**src/rtl/alu_pkg.sv**
```systemverilog
// Shared types and constants for the execute-stage ALU with iterative mul/div.
package alu_pkg;

  // 4-bit ALU control code, bit-compatible with the legacy combinational decoder
  typedef enum logic [3:0] {
    ALU_ADD     = 4'b0000,
    ALU_SUB     = 4'b1000,
    ALU_SLL     = 4'b0001,
    ALU_SLT     = 4'b0010,
    ALU_SLTU    = 4'b0011,
    ALU_XOR     = 4'b0100,
    ALU_SRL     = 4'b0101,
    ALU_SRA     = 4'b1101,
    ALU_OR      = 4'b0110,
    ALU_AND     = 4'b0111,
    ALU_ILLEGAL = 4'b1111
  } alu_ctrl_e;

  localparam logic [1:0] ALUOP_ADD = 2'b00;
  localparam logic [1:0] ALUOP_SUB = 2'b01;
  localparam logic [1:0] ALUOP_R   = 2'b10;
  localparam logic [1:0] ALUOP_I   = 2'b11;

  localparam logic [6:0] FUNCT7_BASE   = 7'b0000000;
  localparam logic [6:0] FUNCT7_ALT    = 7'b0100000;
  localparam logic [6:0] FUNCT7_MULDIV = 7'b0000001;

  // M-extension ops, encoded as their funct3 value
  typedef enum logic [2:0] {
    MD_MUL, MD_MULH, MD_MULHSU, MD_MULHU, MD_DIV, MD_DIVU, MD_REM, MD_REMU
  } md_op_e;

  typedef enum logic [1:0] {
    ST_IDLE, ST_MUL, ST_DIV, ST_HOLD
  } state_e;

  // funct3 to base ALU op when funct7 carries no modifier
  function automatic alu_ctrl_e base_ctrl(input logic [2:0] f3);
    case (f3)
      3'b000:  return ALU_ADD;
      3'b001:  return ALU_SLL;
      3'b010:  return ALU_SLT;
      3'b011:  return ALU_SLTU;
      3'b100:  return ALU_XOR;
      3'b101:  return ALU_SRL;
      3'b110:  return ALU_OR;
      default: return ALU_AND;
    endcase
  endfunction

endpackage

```
**src/rtl/alu_muldiv_iter.sv**
```systemverilog
// Iterative multiply / divide datapath: radix-2 shift-add multiply and restoring
// division on operand magnitudes, one bit per cycle, signs restored at the end.
// done and res are valid combinationally in the final active cycle.
module alu_muldiv_iter
  import alu_pkg::*;
#(
  parameter int XLEN = 32
) (
  input  logic            clk,
  input  logic            reset,
  input  logic            start,
  input  md_op_e          op,
  input  logic [XLEN-1:0] a,
  input  logic [XLEN-1:0] b,
  output logic            done,
  output logic [XLEN-1:0] res
);

  localparam int CW = $clog2(XLEN);
  localparam logic [XLEN-1:0] MIN_VAL = {1'b1, {(XLEN-1){1'b0}}};

  logic            a_signed, b_signed, sa, sb, is_rem, by_zero, ovf;
  logic [XLEN-1:0] mag_a, mag_b, fast_res;

  md_op_e          op_reg;
  logic [XLEN-1:0] hi_reg, lo_reg, dvs_reg, fast_res_reg;
  logic            neg_q_reg, neg_r_reg, fast_reg, active_reg, is_div_reg;
  logic [CW-1:0]   cnt_reg;

  logic [XLEN:0]     sum, shifted, diff;
  logic [XLEN-1:0]   hi_next, lo_next, q, r, iter_res;
  logic [2*XLEN-1:0] prod, prod_s;

  // Operand conditioning at start: magnitudes, result signs and divide fast paths
  always_comb begin
    a_signed = op inside {MD_MULH, MD_MULHSU, MD_DIV, MD_REM};
    b_signed = op inside {MD_MULH, MD_DIV, MD_REM};
    is_rem   = op inside {MD_REM, MD_REMU};
    sa       = a_signed & a[XLEN-1];
    sb       = b_signed & b[XLEN-1];
    mag_a    = sa ? -a : a;
    mag_b    = sb ? -b : b;
    by_zero  = (op inside {MD_DIV, MD_DIVU, MD_REM, MD_REMU}) && (b == '0);
    ovf      = (op inside {MD_DIV, MD_REM}) && (a == MIN_VAL) && (b == '1);
    if (by_zero) fast_res = is_rem ? a : '1;
    else         fast_res = is_rem ? '0 : MIN_VAL;
  end

  // One iteration step: shift-add for multiply, trial subtract for divide
  always_comb begin
    sum     = {1'b0, hi_reg} + (lo_reg[0] ? {1'b0, dvs_reg} : '0);
    shifted = {hi_reg, lo_reg[XLEN-1]};
    diff    = shifted - {1'b0, dvs_reg};
    if (is_div_reg) begin
      if (!diff[XLEN]) begin
        hi_next = diff[XLEN-1:0];
        lo_next = {lo_reg[XLEN-2:0], 1'b1};
      end else begin
        hi_next = shifted[XLEN-1:0];
        lo_next = {lo_reg[XLEN-2:0], 1'b0};
      end
    end else begin
      hi_next = sum[XLEN:1];
      lo_next = {sum[0], lo_reg[XLEN-1:1]};
    end
  end

  // Sign fix-up and half/quotient/remainder selection on the final step
  always_comb begin
    prod   = {hi_next, lo_next};
    prod_s = neg_q_reg ? -prod : prod;
    q      = neg_q_reg ? -lo_next : lo_next;
    r      = neg_r_reg ? -hi_next : hi_next;
    case (op_reg)
      MD_MUL:                       iter_res = prod_s[XLEN-1:0];
      MD_MULH, MD_MULHSU, MD_MULHU: iter_res = prod_s[2*XLEN-1:XLEN];
      MD_DIV, MD_DIVU:              iter_res = q;
      default:                      iter_res = r;
    endcase
    res  = fast_reg ? fast_res_reg : iter_res;
    done = active_reg && (fast_reg || (cnt_reg == CW'(XLEN-1)));
  end

  // Iteration registers: load on start, step while active, abort on reset
  always_ff @(posedge clk) begin
    if (reset) begin
      op_reg       <= MD_MUL;
      hi_reg       <= '0;
      lo_reg       <= '0;
      dvs_reg      <= '0;
      fast_res_reg <= '0;
      neg_q_reg    <= 1'b0;
      neg_r_reg    <= 1'b0;
      fast_reg     <= 1'b0;
      is_div_reg   <= 1'b0;
      active_reg   <= 1'b0;
      cnt_reg      <= '0;
    end else if (start) begin
      op_reg       <= op;
      hi_reg       <= '0;
      lo_reg       <= mag_a;
      dvs_reg      <= mag_b;
      fast_res_reg <= fast_res;
      neg_q_reg    <= sa ^ sb;
      neg_r_reg    <= sa;
      fast_reg     <= by_zero || ovf;
      is_div_reg   <= op inside {MD_DIV, MD_DIVU, MD_REM, MD_REMU};
      active_reg   <= 1'b1;
      cnt_reg      <= '0;
    end else if (active_reg) begin
      hi_reg  <= hi_next;
      lo_reg  <= lo_next;
      cnt_reg <= cnt_reg + 1'b1;
      if (done) active_reg <= 1'b0;
    end
  end

endmodule

```
**src/rtl/alu_muldiv_ctrl.sv**
```systemverilog
// Execute-stage ALU: decodes ALUOp/funct3/funct7, runs base ops in one registered
// cycle and M-extension ops on the iterative unit, valid/ready on both sides.
module alu_muldiv_ctrl
  import alu_pkg::*;
#(
  parameter int XLEN     = 32,
  parameter int ENABLE_M = 1,
  parameter int SHAMT_W  = $clog2(XLEN)
) (
  input  logic            clk,
  input  logic            reset,
  input  logic            in_valid,
  output logic            in_ready,
  input  logic [1:0]      alu_op,
  input  logic [2:0]      funct3,
  input  logic [6:0]      funct7,
  input  logic [XLEN-1:0] op_a,
  input  logic [XLEN-1:0] op_b,
  output logic            out_valid,
  input  logic            out_ready,
  output logic [XLEN-1:0] result,
  output logic            illegal,
  output logic            busy
);

  state_e          state_reg, state_next;
  alu_ctrl_e       ctrl;
  md_op_e          md_op;
  logic            is_m, accept, md_start, md_done;
  logic [XLEN-1:0] alu_res, md_res, result_reg;
  logic            illegal_reg;
  logic [SHAMT_W-1:0] shamt;

  assign accept   = in_valid && in_ready;
  assign md_start = accept && is_m;
  assign shamt    = op_b[SHAMT_W-1:0];
  assign result   = result_reg;
  assign illegal  = illegal_reg;

  // Decode alu_op/funct3/funct7 into a base control code or an M op
  always_comb begin
    ctrl  = ALU_ILLEGAL;
    is_m  = 1'b0;
    md_op = md_op_e'(funct3);
    case (alu_op)
      ALUOP_ADD: ctrl = ALU_ADD;
      ALUOP_SUB: ctrl = ALU_SUB;
      ALUOP_R: begin
        if (funct7 == FUNCT7_BASE) begin
          ctrl = base_ctrl(funct3);
        end else if (funct7 == FUNCT7_ALT) begin
          if (funct3 == 3'b000)      ctrl = ALU_SUB;
          else if (funct3 == 3'b101) ctrl = ALU_SRA;
        end else if ((ENABLE_M != 0) && (funct7 == FUNCT7_MULDIV)) begin
          is_m = 1'b1;
        end
      end
      default: begin
        // I-type: funct7 is the upper immediate except for shifts
        if (funct3 == 3'b001) begin
          if (funct7 == FUNCT7_BASE) ctrl = ALU_SLL;
        end else if (funct3 == 3'b101) begin
          if (funct7 == FUNCT7_BASE)     ctrl = ALU_SRL;
          else if (funct7 == FUNCT7_ALT) ctrl = ALU_SRA;
        end else begin
          ctrl = base_ctrl(funct3);
        end
      end
    endcase
  end

  // Single-cycle base ALU; illegal codes produce zero
  always_comb begin
    alu_res = '0;
    case (ctrl)
      ALU_ADD:  alu_res = op_a + op_b;
      ALU_SUB:  alu_res = op_a - op_b;
      ALU_SLL:  alu_res = op_a << shamt;
      ALU_SLT:  alu_res = {{(XLEN-1){1'b0}}, $signed(op_a) < $signed(op_b)};
      ALU_SLTU: alu_res = {{(XLEN-1){1'b0}}, op_a < op_b};
      ALU_XOR:  alu_res = op_a ^ op_b;
      ALU_SRL:  alu_res = op_a >> shamt;
      ALU_SRA:  alu_res = $signed(op_a) >>> shamt;
      ALU_OR:   alu_res = op_a | op_b;
      ALU_AND:  alu_res = op_a & op_b;
      default:  alu_res = '0;
    endcase
  end

  generate
    if (ENABLE_M != 0) begin : g_md
      alu_muldiv_iter #(.XLEN(XLEN)) u_iter (
        .clk   (clk),
        .reset (reset),
        .start (md_start),
        .op    (md_op),
        .a     (op_a),
        .b     (op_b),
        .done  (md_done),
        .res   (md_res)
      );
    end else begin : g_no_md
      assign md_done = 1'b0;
      assign md_res  = '0;
    end
  endgenerate

  // FSM state register
  always_ff @(posedge clk) begin
    if (reset) state_reg <= ST_IDLE;
    else       state_reg <= state_next;
  end

  // FSM next-state: accept from IDLE or a draining HOLD, wait on the iterator
  always_comb begin
    state_next = state_reg;
    case (state_reg)
      ST_IDLE, ST_HOLD: begin
        if (accept) begin
          if (!is_m)          state_next = ST_HOLD;
          else if (funct3[2]) state_next = ST_DIV;
          else                state_next = ST_MUL;
        end else if ((state_reg == ST_HOLD) && out_ready) begin
          state_next = ST_IDLE;
        end
      end
      ST_MUL, ST_DIV: if (md_done) state_next = ST_HOLD;
      default:        state_next = ST_IDLE;
    endcase
  end

  // FSM outputs: handshake and busy flags
  always_comb begin
    in_ready  = (state_reg == ST_IDLE) || ((state_reg == ST_HOLD) && out_ready);
    busy      = (state_reg == ST_MUL) || (state_reg == ST_DIV);
    out_valid = (state_reg == ST_HOLD);
  end

  // Result register: loaded on base-op acceptance or iterator completion, held otherwise
  always_ff @(posedge clk) begin
    if (reset) begin
      result_reg  <= '0;
      illegal_reg <= 1'b0;
    end else if (accept && !is_m) begin
      result_reg  <= alu_res;
      illegal_reg <= (ctrl == ALU_ILLEGAL);
    end else if (busy && md_done) begin
      result_reg  <= md_res;
      illegal_reg <= 1'b0;
    end
  end

endmodule
```
**config.mk**
```make
export PLATFORM = sky130hd
export DESIGN_NAME = alu_muldiv_ctrl
export DESIGN_NICKNAME = d
export VERILOG_FILES = /design/src/rtl/alu_pkg.sv /design/src/rtl/alu_muldiv_iter.sv /design/src/rtl/alu_muldiv_ctrl.sv
export SDC_FILE = /design/constraint.sdc
export NUM_CORES = 1
export LEC_CHECK = 0
export BUFFER_PORTS_ARGS = -buffer_cell sky130_fd_sc_hd__buf_2
export CAP_MARGIN = 20
export CORE_MARGIN = 5
export CORE_UTILIZATION = 45
export DETAILED_ROUTE_END_ITERATION = 16
export PLACE_DENSITY = 0.71
export REMOVE_ABC_BUFFERS = 1
export SETUP_SLACK_MARGIN = 0.15
export SLEW_MARGIN = 20
export SYNTH_ARGS = -nofsm -noshare
export SYNTH_HDL_FRONTEND = slang
export SYNTH_SLANG_ARGS = --single-unit
export TNS_END_PERCENT = 1
```
**constraint.sdc**
```tcl
create_clock -name clk -period 5.84 [get_ports clk]
set_input_delay 0.292 -clock clk [delete_from_list [all_inputs] [get_ports clk]]
set_output_delay 0.292 -clock clk [all_outputs]
set_load 0.02 [all_outputs]
```
==> results.env <==
RUN_STATUS='finished clean'
LAYOUT.CELLS.MOST_COMMON='nor2_1'
TIGHTEST_SLEW_NS=1.12
CRIT_TYPE='reg -> reg'
SEQ_AREA_MM2=0.00353
SYNTH-MAIN-FF-CELL='dfxtp_1'
MAX_CAP_VIOL_COUNT=0
AVERAGE_CELL_AREA_AFTER_SYNTHESIS_UM2=6.90
N_FILL_CELL=5816
FLOORPLAN_ROW_COUNT=87
YOSYS_WARNINGS=0
CP-STARTPOINT='g_md.u_iter.lo_reg[31]'
DIE_X_UM=247
LAYOUT_COMMON_CELLS='nor2_1 (449), nand2_1 (348), a21oi_1 (295)'
VIASPERCELL=6.76
WORST-R2R-SETUP-SLACK_NS=0.42
ANTENNA_VIOLATING_NETS_POST_ROUTE=0
DRT_PRE_ANTENNA_ITERS=7
DIE_AREA_MM2=0.0611
WORST_HOLD_CHECK_PATH_TYPE='in -> reg'
FMAX_MHz=184
CTS_TREE='done'
DIE_HEIGHT_UM=247
ANTENNA_CELLS=0
IOPINCOUNT=116
FINAL_HOLD_VIO_COUNT=0
GLOBAL_ROUTE_WIRE_LENGTH_BEFORE_REPAIR_UM=170000
CP_DATA_ARRIVAL_TIME_NS=5.76
FINAL_LAYOUT_SIZE_SUFFIX_GT1_SHARE_PCT=10.6
SYNTHTOLAYOUTAREAGROWTH_PCT=8.41
FIN_SKEW_NS=0.0234
VDD.IR_DROP.WORST_V=0.000164
IO_BUFFERS=115
FINAL_MAX_TRAN_VIOLS=0
CTS_MAX_PATH_BUFFERS=2
SYNTH.LIB_CELLS_USED.DISTINCT=102
RSZ0062_AT_GRT='true'
GRT_ANTENNA_BEFORE_REPAIR=2
MULTIINPUTGATEAREA_MM2=0.0202
DRC=0
FIRST_GLOBAL_VIAS=26930
FINALINSTANCEAREA_MM2=0.0274
FINALWORSTPATHREQUIREDPERIOD_NS=5.42
GR-TOTAL-OVERFLOW=0
SEQ_AREA_FRAC_SYNTH_PCT=13.9
DP.FINAL_HPWL_UM=90200
CORE_AREA_MM2=0.0561
ROUTE.DETAILED.WL_PER_INST_UM=26.1
SYN-INSTANCE-COUNT=3667
CTS.SINK_COUNT=176
NUM_VIAS=29891
GRT_USE_TOTAL_PCT=36.0
FLOORPLAN.INITIALDENSITY_PCT=45.1
FINAL_CORE_UTIL_PCT=48.9
CTS-HTREE-LEVELS=4
WORSTREG2REGSTART='g_md.u_iter.lo_reg[31]'
R2R_END='result[28]'
CP_MAX_FO=4
YS_SEQ_ELEMENTS=176
CTS_MADE_BUFFERS=17
R2R_CELLS=23
CRIT_REQUIRED_NS=6.18
SYNTH_AREA_MM2=0.0253
ROOT_BUFFER='clkbuf_16'
GP_CONGESTION=1.08
SYNTH_EDF_COUNT=0
MAXSLEWHEADROOM_PCT=25.1
INITIALDRTVIOLATIONCOUNT=4074
POWERDENSITY_mW_PER_MM2=155
TOTALWIRELENGTH_UM=116000
FINALNETCOUNT=3909
FIN_CRIT_SH_PCT=92.9
WORST_SETUP_PATH_END_KIND='flip-flop'
TOTAL_LEAKAGE_POWER_nW=11.0
SYNTH-ASYNC-RESET-RATIO_PCT=0
SETUP_VIOLATIONS=0
CP-START-KIND='flip-flop'
LARGEST_NET_DEGREE_AT_THE_START_OF_GLOBAL_ROUTING=73
WORST_SKEW_PAIR.LATE_LATENCY_NS=0.48
POSTPLACECELLAREA_MM2=0.0268
CRIT_END='result[28]'
CLK_SLEW_ON_WORST_S_H_PATHS_NS=0.07
[cells by family after synthesis]
| logic type | synth area share [%] |
|---|---|
| XOR/XNOR | 5.68 |
| multiplexers | 7.10 |
| adder cells (fa/ha/maj) | 8.72 |
| AO/OA/AOI/OAI | 33.9 |
| flip-flops | 13.9 |
| AND/OR/NAND/NOR | 23.9 |
| buffers and inverters | 6.79 |
[metal layers]
metal | part of all wire, % | track usage, %
met4 | 7.3 | 21.5
met5 | 0 | 0
met3 | 11 | 4.98
met1 | 38 | 47.3
met2 | 43 | 56.1
[Yosys cell counts (all sizes together) (47+ instances only)]
cell type,count,area [µm²]
a21o,52,390
and2,54,338
xnor2,118,1030
nor2,453,1710
dfxtp,176,3520
nor3,97,490
a21oi,299,1500
buf,63,307
inv,161,604
a31oi,58,363
ha,170,2130
clkbuf,212,796
mux2i,103,1030
o21ai,292,1470
o211ai,47,353
nand2,348,1310
a211oi,129,968
nand3,48,240
[worst min-delay path by stage]
stage,start,endpoint,slack [ns],depth (start not counted)
CTS,funct3[1],g_md.u_iter.op_reg[1],0.17,3
detailed placement,g_md.u_iter.fast_res_reg[9],g_md.u_iter.fast_res_reg[9],0.42,2
global route,funct3[1],g_md.u_iter.op_reg[1],0.22,3
finish,funct3[1],g_md.u_iter.op_reg[1],0.20,3
floorplan,reset,g_md.u_iter.active_reg,0.36,1
global placement,g_md.u_iter.fast_res_reg[13],g_md.u_iter.fast_res_reg[13],0.41,2
[power by group]
part	total, mW	internal (mW)	leakage [nW]	switching, mW
logic	1.74	0.552	9.25	1.18
clock network	1.20	0.632	0.280	0.572
registers	1.32	1.26	1.42	0.0687
[repair_timing]
item / in CTS / in global routing
resized for setup: 0 / 15
buffers inserted: 0 / 2
setup endpoints to repair: 0 / 11
hold buffers: 0 / 0
[area by class of cell]
class | count | share of cell area, %
clock inverters | 11 | 0.433
inverters | 164 | 2.24
multi-input cells | 3052 | 73.5
clock buffers | 20 | 1.70
repair buffers | 244 | 5.78
flip-flops and latches | 176 | 12.9
well taps | 756 | 3.45
[worst max-delay path, stage by stage (launching register included)]
cell       delay (ns)
dfxtp_1          0.33
inv_1            0.05
ha_1             0.20
fa_1             0.42
nand2b_1         0.24
a21oi_4          0.24
o21ai_4          0.11
a2111oi_4        0.33
o31a_1           0.21
nor3_1           0.13
a21oi_1          0.22
ha_2             0.23
o211ai_1         0.09
or3_1            0.38
or2_1            0.27
or3_1            0.39
buf_4            0.17
o21ai_0          0.21
xor2_1           0.09
a21oi_1          0.23
nand2_1          0.10
and3_1           0.21
nor4b_2          0.32
o31ai_1          0.11
[per-stage QoR]
stage               setup WS [ns]  std cells  total power [mW]  TNS [ns]  hold WS, ns
floorplan                   -1.64       3392              2.28    -60.59        0.361
global placement            0.415       4390              3.01         0        0.415
detailed placement          0.235       4390              3.00         0        0.425
CTS                         0.212       4421              4.19         0        0.170
global route               0.0838       4423              4.40         0        0.217
finish                      0.416       4423              4.26         0        0.196
Note: power is estimated with default switching activity, not from simulation.
